===== src/rtl/calc_job_sequencer_pkg.sv =====
// Shared definitions for the calculator command sequencer: widths, FSM
// state encoding and the packed command record stored in the FIFO.
package calc_job_sequencer_pkg;

  localparam int OPND_W = 3;
  localparam int OP_W   = 2;
  localparam int WD_W   = 8;

  typedef enum logic [1:0] {
    ST_IDLE   = 2'd0,
    ST_ISSUE  = 2'd1,
    ST_WAIT   = 2'd2,
    ST_RESULT = 2'd3
  } state_e;

  typedef struct packed {
    logic [OP_W-1:0]   op;
    logic [OPND_W-1:0] in1;
    logic [OPND_W-1:0] in2;
  } cmd_t;

endpackage


===== src/rtl/calc_cmd_fifo.sv =====
// Synchronous command FIFO holding {op,in1,in2}. No bypass: an entry pushed
// into an empty FIFO becomes visible at the head on the following cycle.
module calc_cmd_fifo
  import calc_job_sequencer_pkg::*;
#(
  parameter int DEPTH = 4
) (
  input  logic                   clk,
  input  logic                   reset,
  input  logic                   push_i,
  input  cmd_t                   push_data_i,
  input  logic                   pop_i,
  output cmd_t                   head_o,
  output logic                   full_o,
  output logic                   empty_o,
  output logic [$clog2(DEPTH):0] level_o
);

  localparam int AW = $clog2(DEPTH);

  cmd_t          mem_q [DEPTH];
  logic [AW-1:0] wr_ptr_q;
  logic [AW-1:0] rd_ptr_q;
  logic [AW:0]   cnt_q;
  logic          do_push;
  logic          do_pop;

  assign full_o  = (cnt_q == (AW+1)'(DEPTH));
  assign empty_o = (cnt_q == '0);
  assign level_o = cnt_q;
  assign head_o  = mem_q[rd_ptr_q];
  assign do_push = push_i && !full_o;
  assign do_pop  = pop_i && !empty_o;

  // Pointer and occupancy tracking; pointers wrap naturally at DEPTH.
  always_ff @(posedge clk) begin
    if (reset) begin
      wr_ptr_q <= '0;
      rd_ptr_q <= '0;
      cnt_q    <= '0;
    end else begin
      if (do_push) wr_ptr_q <= wr_ptr_q + 1'b1;
      if (do_pop)  rd_ptr_q <= rd_ptr_q + 1'b1;
      if (do_push && !do_pop)      cnt_q <= cnt_q + 1'b1;
      else if (!do_push && do_pop) cnt_q <= cnt_q - 1'b1;
    end
  end

  // Storage array; contents are qualified by the count so it needs no reset.
  always_ff @(posedge clk) begin
    if (do_push) mem_q[wr_ptr_q] <= push_data_i;
  end

endmodule


===== src/rtl/calc_job_sequencer.sv =====
// Issues queued calculator jobs one at a time, waits for done (or a watchdog
// abort) and holds the result on a valid/ready port until it is accepted.
module calc_job_sequencer
  import calc_job_sequencer_pkg::*;
#(
  parameter int DEPTH   = 4,
  parameter int TIMEOUT = 64
) (
  input  logic                   clk,
  input  logic                   reset,
  input  logic                   cmd_valid,
  output logic                   cmd_ready,
  input  logic [OP_W-1:0]        cmd_op,
  input  logic [OPND_W-1:0]      cmd_in1,
  input  logic [OPND_W-1:0]      cmd_in2,
  output logic                   go,
  output logic [OP_W-1:0]        op,
  output logic [OPND_W-1:0]      in1,
  output logic [OPND_W-1:0]      in2,
  input  logic                   done,
  input  logic [OPND_W-1:0]      calc_out,
  output logic                   res_valid,
  input  logic                   res_ready,
  output logic [OPND_W-1:0]      res_data,
  output logic [OP_W-1:0]        res_op,
  output logic                   res_err,
  output logic                   busy,
  output logic [$clog2(DEPTH):0] level
);

  localparam logic [WD_W-1:0] WD_LAST = WD_W'(TIMEOUT - 1);

  state_e            state_q, state_d;
  logic              go_q, go_d;
  logic [OP_W-1:0]   op_q, op_d;
  logic [OPND_W-1:0] in1_q, in1_d;
  logic [OPND_W-1:0] in2_q, in2_d;
  logic              res_valid_q, res_valid_d;
  logic [OPND_W-1:0] res_data_q, res_data_d;
  logic [OP_W-1:0]   res_op_q, res_op_d;
  logic              res_err_q, res_err_d;
  logic [WD_W-1:0]   wd_q, wd_d;

  cmd_t cmd_in;
  cmd_t head;
  logic fifo_full;
  logic fifo_empty;
  logic issue;
  logic accept;
  logic wd_expired;

  assign cmd_in     = {cmd_op, cmd_in1, cmd_in2};
  // A done level seen while idle is stale from a previous job and blocks issue.
  assign issue      = (state_q == ST_IDLE) && !fifo_empty && !done;
  assign accept     = res_valid_q && res_ready;
  assign wd_expired = (wd_q == WD_LAST);

  calc_cmd_fifo #(.DEPTH(DEPTH)) u_fifo (
    .clk         (clk),
    .reset       (reset),
    .push_i      (cmd_valid),
    .push_data_i (cmd_in),
    .pop_i       (issue),
    .head_o      (head),
    .full_o      (fifo_full),
    .empty_o     (fifo_empty),
    .level_o     (level)
  );

  // State register.
  always_ff @(posedge clk) begin
    if (reset) state_q <= ST_IDLE;
    else       state_q <= state_d;
  end

  // Next-state logic.
  always_comb begin
    state_d = state_q;
    unique case (state_q)
      ST_IDLE:   if (issue) state_d = ST_ISSUE;
      ST_ISSUE:  state_d = ST_WAIT;
      ST_WAIT:   if (done || wd_expired) state_d = ST_RESULT;
      ST_RESULT: if (accept) state_d = ST_IDLE;
      default:   state_d = ST_IDLE;
    endcase
  end

  // Next values of the registered outputs and watchdog; done beats the watchdog.
  always_comb begin
    go_d        = 1'b0;
    op_d        = op_q;
    in1_d       = in1_q;
    in2_d       = in2_q;
    res_valid_d = res_valid_q;
    res_data_d  = res_data_q;
    res_op_d    = res_op_q;
    res_err_d   = res_err_q;
    wd_d        = wd_q;
    unique case (state_q)
      ST_IDLE: begin
        if (issue) begin
          go_d  = 1'b1;
          op_d  = head.op;
          in1_d = head.in1;
          in2_d = head.in2;
        end
      end
      ST_ISSUE: wd_d = '0;
      ST_WAIT: begin
        if (done) begin
          res_valid_d = 1'b1;
          res_data_d  = calc_out;
          res_op_d    = op_q;
          res_err_d   = 1'b0;
        end else if (wd_expired) begin
          res_valid_d = 1'b1;
          res_data_d  = '0;
          res_op_d    = op_q;
          res_err_d   = 1'b1;
        end else begin
          wd_d = wd_q + 1'b1;
        end
      end
      ST_RESULT: if (accept) res_valid_d = 1'b0;
      default: ;
    endcase
  end

  // Output and watchdog registers.
  always_ff @(posedge clk) begin
    if (reset) begin
      go_q        <= 1'b0;
      op_q        <= '0;
      in1_q       <= '0;
      in2_q       <= '0;
      res_valid_q <= 1'b0;
      res_data_q  <= '0;
      res_op_q    <= '0;
      res_err_q   <= 1'b0;
      wd_q        <= '0;
    end else begin
      go_q        <= go_d;
      op_q        <= op_d;
      in1_q       <= in1_d;
      in2_q       <= in2_d;
      res_valid_q <= res_valid_d;
      res_data_q  <= res_data_d;
      res_op_q    <= res_op_d;
      res_err_q   <= res_err_d;
      wd_q        <= wd_d;
    end
  end

  assign cmd_ready = !fifo_full;
  assign go        = go_q;
  assign op        = op_q;
  assign in1       = in1_q;
  assign in2       = in2_q;
  assign res_valid = res_valid_q;
  assign res_data  = res_data_q;
  assign res_op    = res_op_q;
  assign res_err   = res_err_q;
  assign busy      = (state_q != ST_IDLE) || !fifo_empty;

endmodule


===== config.mk =====
export PLATFORM = sky130hd
export DESIGN_NAME = calc_job_sequencer
export DESIGN_NICKNAME = d
export VERILOG_FILES = /design/src/rtl/calc_job_sequencer_pkg.sv /design/src/rtl/calc_cmd_fifo.sv /design/src/rtl/calc_job_sequencer.sv
export SDC_FILE = /design/constraint.sdc
export NUM_CORES = 1
export LEC_CHECK = 0
export ABC_CLOCK_PERIOD_IN_PS = 6360
export BUFFER_PORTS_ARGS = -buffer_cell sky130_fd_sc_hd__clkbuf_2
export CELL_PAD_IN_SITES_DETAIL_PLACEMENT = 1
export CELL_PAD_IN_SITES_GLOBAL_PLACEMENT = 1
export CORE_MARGIN = 3
export CORE_UTILIZATION = 45
export DETAILED_ROUTE_END_ITERATION = 16
export PLACE_DENSITY = 0.87
export RECOVER_POWER = 25
export SLEW_MARGIN = 25
export SYNTH_ARGS = -nofsm -noshare
export SYNTH_HDL_FRONTEND = slang
export SYNTH_SLANG_ARGS = --single-unit

===== constraint.sdc =====
create_clock -name clk -period 6.36 [get_ports clk]
set_clock_uncertainty 0.2 [all_clocks]
set_input_delay 0.318 -clock clk [delete_from_list [all_inputs] [get_ports clk]]
set_output_delay 0.318 -clock clk [all_outputs]
set_load 0.1 [all_outputs]

==> flow_summary.ini, run 1 <==
[place]
dp_hpwl_um = 4583
port_buffers = 36
post_dp_cell_area_um2 = 2967
gp_congestion = 0.7573

[timing]
setup_violations = 0
slew_viol_final = 0
rsz0062_at_grt = false
report.final.hold_viol_count = 0
period_share = 0.4448
tns_ps = 0
slew_headroom = 0.4969
worst_pin_slew_ps = 754.7
fmax_mhz = 353.5
min_period_ps = 2829

[floorplanning]
die_area_um2 = 7116
fp-row-count = 27
die_h_um = 84.36
initial_utilization = 0.4839
num_io_pins = 37
die_w_um = 84.36
core_region_area_um2 = 5709

[clocking]
numCtsBuffers = 9
cts_tree = done
postCtsSetupBuffers = 0
clkTransAtPathRegs_ps = 80
cts-root-buf = clkbuf_8
clk_latency_ps = 350
cts_htree_levels = 3
clock_sinks = 65
clockBufferDepth = 2

[worst_setup_path]
r2r_slack_ps = 3530
crit_buf_inv = 2
cp_top_family = simple AND/OR/NAND/NOR gates
cp.arrival_ps = 2890
cp_max_fo = 10
path_cells = or3_1 -> and3_1 -> clkinv_4 -> ha_1 -> inv_1 -> fa_1 -> xor2_1 -> or3_1 -> a21oi_1
crit_slowest_cell = or3_1
path_common_cell = or3_1
cp-start-kind = flop
worst_path_largest_cell_delay_ps = 420
critPathCaptureType = flop
cp.required_ps = 6420
worst-setup-path-type = flop to flop

[run]
cap_violations = 0

[layout]
area_growth_pct = 17.75
nets = 291
diodes = 0
final_area_um2 = 3253
drive_gt1_frac = 0.2276
num-fill-cells = 587

[yosys]
ys_ff_latch = 65
synth_top_area_share = 0.3478
netlist_instances = 219
yosys_warnings = 0
syn_area_um2 = 2763
syn-num-nets = 247
async_flop_share = 0
synth_edf_count = 32
synth_cell_types = 47
synth_top_flop_cell = dfxtp_1
avgSynthCellArea_um2 = 12.61
synth_top_cell_by_area = edfxtp_1
ys_seq_area_frac = 0.5870
synth_area_leaders = edfxtp_1 35%, dfxtp_1 24%, mux4_2 6.5%

[route]
wl_per_cell_um = 19.32
finalWirelength_um = 6568
via_per_inst = 5.568
drc_errors = 0
ant_nets = 0
drt_iter0_markers = 122
dr.pass1.iters = 4
route.vias.total = 1893

[grt]
grt_pass1_wl_um = 10960
grt_overflow = 0
antenna_found_initial = 0
grt_use_total = 0.2026
grt_max_degree = 36
grt_pass1_vias = 2102

[power_and_ir_drop]
p_sw_uw = 719.0
pwr-share-comb = 0.398
p_int_uw = 893.7
leakage_uw = 0.001188
pwr-share-clk = 0.248
p_per_area_nw_per_um2 = 495.7
finalPower_uw = 1613
ir_worst_vdd_v = 0.0002189
seqPwrFrac = 0.354
swShare = 0.4458

[status]
status = completed

[worst_hold_path]
hp-class = input port to flop
==> worst reg2reg max path, delay by kind of cell (launching register included) <==
kind / cells / cell delay, ps
AO/OA/AOI/OAI: 1 / 170
XOR/XNOR: 1 / 160
adder cells (fa/ha/maj): 2 / 570
buffers and inverters: 2 / 200
flip-flops: 1 / 380
AND/OR/NAND/NOR: 3 / 1050
==> through the flow <==
| step | util | hold WS, ps | worst slack (ps) | cells |
|---|---|---|---|---|
| global placement | 0.5196 | 251.2 | 3675 | 317 |
| detailed placement | 0.5196 | 259.0 | 3573 | 317 |
| floorplan | - | 216.9 | 3351 | 219 |
| CTS | 0.5716 | 14.42 | 3524 | 340 |
| finish | 0.5698 | 43.33 | 3531 | 340 |
| global route | 0.5698 | 65.48 | 3368 | 340 |
==> area by class of cell <==
class | count | area [um2] | share of cell area
clock buffer | 9 | 123.9 | 0.03808
timing repair buffer | 43 | 240.2 | 0.07385
tap | 72 | 90.09 | 0.02769
multi-input combinational | 135 | 1036 | 0.3185
sequential | 65 | 1622 | 0.4985
inverter | 9 | 38.79 | 0.01192
clock inverter | 7 | 102.6 | 0.03154
==> cell usage after synthesis, drive strengths merged (2+ instances only) <==
cell,count
xnor2,2
buf,7
or3,6
nand2,21
o31ai,2
o21ai,3
o211ai,3
nand4b,2
a32oi,3
dfxtp,33
nand2b,2
a211oi,2
o311ai,2
and2,5
mux2i,4
nand4,2
xor2,3
nand3,5
edfxtp,32
clkbuf,3
a31oi,3
ha,11
inv,8
a21oi,18
mux4,8
and3,2
nor2,14
==> layer usage <==
layer	vias to the layer above	share of wire	global-route usage
met3	16	0.051	0.05888
met1	935	0.40	0.2296
met5	-	0	0
met2	41	0.52	0.3558
li1	901	-	-
met4	0	0.023	0.08633
==> registers in the layout (all words and copies together) (netlist names) <==
signal           cells
in2                  3
res_err              1
u_fifo.rd_ptr_q      2
res_valid            1
op                   2
go                   1
u_fifo.wr_ptr_q      2
u_fifo.level_o       3
state_q              2
res_data             3
wd_q                 8
res_op               2
in1                  3
u_fifo.mem_q        32
==> logic make-up after synthesis <==
kind of cell / count (synthesis) / synth area share
buf+inv: 19 / 0.03804
simple gates: 66 / 0.1264
xor+xnor: 5 / 0.01585
compound gates: 40 / 0.09602
fa+ha+maj: 12 / 0.05706
mux: 12 / 0.07971
flops: 65 / 0.5870
==> power groups by stage <==
stage	clock network (uW)	registers, uW	logic [uW]
2_1_floorplan	0	747	341
3_3_place_gp	0	573	609
3_5_place_dp	0	583	637
4_1_cts	407	573	648
5_1_grt	428	586	687
6_report	400	571	642
==> path summary, 6_finish.rpt <==
kind                             startpoint                        endpoint  depth (start not counted)
max          u_fifo.level_o[0]$_SDFFE_PP0P_  u_fifo.level_o[2]$_SDFFE_PP0P_                          9
min                             calc_out[1]        res_data[1]$_SDFFE_PP0P_                          3
max reg2reg  u_fifo.level_o[0]$_SDFFE_PP0P_  u_fifo.level_o[2]$_SDFFE_PP0P_                          9
min reg2reg             in2[0]$_SDFFE_PP0P_             in2[0]$_SDFFE_PP0P_                          2
==> what timing repair did <==
item | CTS | global route
endpoints found under the hold margin | 28 | 0
hold buffers | 7 | 0
endpoints found under the setup margin | 0 | 0
gates resized for setup | 0 | 0
==> cell usage in the layout, fill, tap and decap left out, types with 3 or more instances in the layout <==
master and instances:
dfxtp_1 33, edfxtp_1 32, clkbuf_2 28, nand2_1 20, a21oi_1 18, nor2_1 14, ha_1 11, clkbuf_8 9
inv_1 8, mux4_2 8, clkbuf_1 8, dlygate4sd3_1 7, or3_1 6, and2_1 5, nand3_1 5, mux2i_1 4
clkinv_4 3, o21ai_0 3, a32oi_1 3, a31oi_1 3, xor2_1 3, o211ai_1 3
(Power assumes the default switching activity.)
==> run 2: changes to the inputs <==
--- a/config.mk
+++ b/config.mk
@@ -5,7 +5,7 @@
 export SDC_FILE = /design/constraint.sdc
 export NUM_CORES = 1
 export LEC_CHECK = 0
-export ABC_CLOCK_PERIOD_IN_PS = 6360
+export ABC_CLOCK_PERIOD_IN_PS = 2900
 export BUFFER_PORTS_ARGS = -buffer_cell sky130_fd_sc_hd__clkbuf_2
 export CELL_PAD_IN_SITES_DETAIL_PLACEMENT = 1
 export CELL_PAD_IN_SITES_GLOBAL_PLACEMENT = 1
==> constraint.sdc (replaced) <==
create_clock -name clk -period 2.9 [get_ports clk]
set_clock_uncertainty 0.2 [all_clocks]
set_input_delay 0.145 -clock clk [delete_from_list [all_inputs] [get_ports clk]]
set_output_delay 0.145 -clock clk [all_outputs]
set_load 0.1 [all_outputs]
==> run 2 against run 1 <==
Effect of this change:
- clock-buffer cell count up 2
- via count increased by 1.3%
- worst setup slack worse by 3200 ps
- sequential cell count is the same
- maximum frequency grew 8.1%
- final area increased by 1.2%
- sequential power grew 120%
- critical endpoint unchanged
- highest routed layer unchanged
==> flow_summary.ini, run 2 (synthesized netlist as in run 1, its figures left out) <==
[power_and_ir_drop]
pwr-share-clk = 0.226
swShare = 0.4467
p_sw_uw = 1522
p_per_area_nw_per_um2 = 1035
finalPower_uw = 3408
pwr-share-comb = 0.407
leakage_uw = 0.001203
ir_worst_vdd_v = 0.0006523
p_int_uw = 1886
seqPwrFrac = 0.367

[timing]
period_share = 0.9024
slew_viol_final = 0
worst_pin_slew_ps = 735.2
tns_ps = 0
setup_violations = 0
min_period_ps = 2617
report.final.hold_viol_count = 0
rsz0062_at_grt = false
slew_headroom = 0.5098
fmax_mhz = 382.1

[layout]
nets = 298
mostFrequentLayoutCells = 32 x edfxtp_1, 30 x dfxtp_1, 28 x clkbuf_2
largest_reg_flops = 32
top_regs = u_fifo.mem_q: 32 flops, wd_q: 8 flops
area_growth_pct = 19.20
num-fill-cells = 598
regMostFlops = u_fifo.mem_q
ff_latch_area_um2 = 1625
diodes = 0
drive_gt1_frac = 0.2291
final_common_cell = edfxtp_1
multi_input_area_um2 = 1036

[grt]
grt_pass1_vias = 2095
grt_overflow = 0
antenna_found_initial = 0
grt_use_total = 0.1892
grt_max_degree = 36
grt_pass1_wl_um = 10380

[clocking]
clockBufferDepth = 2
cts_htree_levels = 3
cts-root-buf = clkbuf_8
cts_tree = done
clkTransAtPathRegs_ps = 70
postCtsSetupBuffers = 0
numCtsBuffers = 9
clk_latency_ps = 340
clock_sinks = 65

[worst_setup_path]
reg2reg_to = u_fifo.level_o[2]$_SDFFE_PP0P_
cp_max_fo = 10
worst-setup-path-type = flop to flop
cp-start-kind = flop
reg2reg_depth = 9
regToRegStartpoint = u_fifo.level_o[0]$_SDFFE_PP0P_
cp.required_ps = 2960
r2r_slack_ps = 280
cp.arrival_ps = 2680
critPathCaptureType = flop

[worst_hold_path]
min_path_cells = 4
hp-class = input port to flop
min_to = u_fifo.wr_ptr_q[0]$_SDFFE_PP0P_
holdCritStartpoint = cmd_valid

[status]
status = completed

[route]
ant_nets = 0
route.vias.total = 1917
dr.pass1.iters = 4
wl_per_cell_um = 17.79
via_per_inst = 5.524
finalWirelength_um = 6172
drc_errors = 0
drt_iter0_markers = 96

[floorplanning]
core_region_area_um2 = 5709
num_io_pins = 37
die_h_um = 84.36
initial_utilization = 0.4839
die_w_um = 84.36
die_area_um2 = 7116
fp-row-count = 27

[place]
port_buffers = 36
dp_hpwl_um = 4204
gp_congestion = 0.7730

[run]
cap_violations = 0
## run 2: cell count changes in the layout (fill, tap and decap cells not counted)
cell,delta
dlygate4sd3_1,+6
dfxtp_1,-3
dfxtp_2,+3
clkbuf_1,+2
buf_4,+1
bufinv_16,-1
inv_6,-1
## run 2: metal layers
| layer | vias to the layer above | GRT usage | wire length [um] | share of wire |
|---|---|---|---|---|
| met5 | - | 0 | 0 | 0 |
| met4 | 0 | 0.09496 | 116 | 0.019 |
| met3 | 10 | 0.05201 | 303 | 0.049 |
| met2 | 47 | 0.3149 | 3144 | 0.51 |
| met1 | 947 | 0.2252 | 2607 | 0.42 |
| li1 | 913 | - | - | - |
## run 2: per-stage QoR
stage / util / setup WS, ps / instances / instance area (um2) / hold WS, ps
6_report: 0.5768 / 283.2 / 347 / 3293 / 103.4
4_1_cts: 0.5786 / 258.6 / 347 / 3303 / 98.28
3_3_place_gp: 0.5216 / 378.7 / 318 / 2978 / 163.2
2_1_floorplan: - / 143.9 / 219 / 2766 / 43.87
5_1_grt: 0.5768 / 133.4 / 347 / 3293 / 136.4
3_5_place_dp: 0.5216 / 303.2 / 318 / 2978 / 173.4
## run 2: worst max-delay path by stage
stage / start / end / slack, ps
after floorplan: u_fifo.level_o[0]$_SDFFE_PP0P_ / u_fifo.level_o[2]$_SDFFE_PP0P_ / 140
after global placement: u_fifo.level_o[0]$_SDFFE_PP0P_ / u_fifo.level_o[2]$_SDFFE_PP0P_ / 380
after detailed placement: u_fifo.level_o[0]$_SDFFE_PP0P_ / u_fifo.level_o[2]$_SDFFE_PP0P_ / 300
after CTS: u_fifo.level_o[0]$_SDFFE_PP0P_ / u_fifo.level_o[2]$_SDFFE_PP0P_ / 260
after global routing: state_q[0]$_SDFFE_PP0P_ / u_fifo.level_o[2]$_SDFFE_PP0P_ / 130
final: u_fifo.level_o[0]$_SDFFE_PP0P_ / u_fifo.level_o[2]$_SDFFE_PP0P_ / 280
## run 2: timing repair
| action | 4_1_cts | 5_1_grt |
|---|---|---|
| hold buffers | 13 | 0 |
| endpoints found under the hold margin | 37 | 0 |
| resized for setup | 0 | 0 |
## run 2: area by class of cell
type / count / share of cell area
tap: 72 / 0.02736
inverter: 9 / 0.01178
multi-input combinational: 135 / 0.3146
clock buffer: 11 / 0.03989
timing repair buffer: 50 / 0.09346
clock inverter: 5 / 0.01938
sequential: 65 / 0.4935
## run 2: critical path, cell delays in order, from the launching register on
cell and delay (ps):
dfxtp_2 360, or3_1 390, and3_1 250, clkinv_4 110, ha_1 200, inv_1 70
fa_1 380, xor2_1 160, or3_1 310, a21oi_1 140
## run 2: power by group through the flow
| stage | clock [uW] | sequential (uW) | combinational, uW |
|---|---|---|---|
| 3_5_place_dp | 0 | 1270 | 1380 |
| 6_report | 770 | 1250 | 1390 |
| 5_1_grt | 827 | 1280 | 1490 |
| 4_1_cts | 784 | 1260 | 1400 |
| 3_3_place_gp | 0 | 1260 | 1340 |
| 2_1_floorplan | 0 | 1640 | 748 |
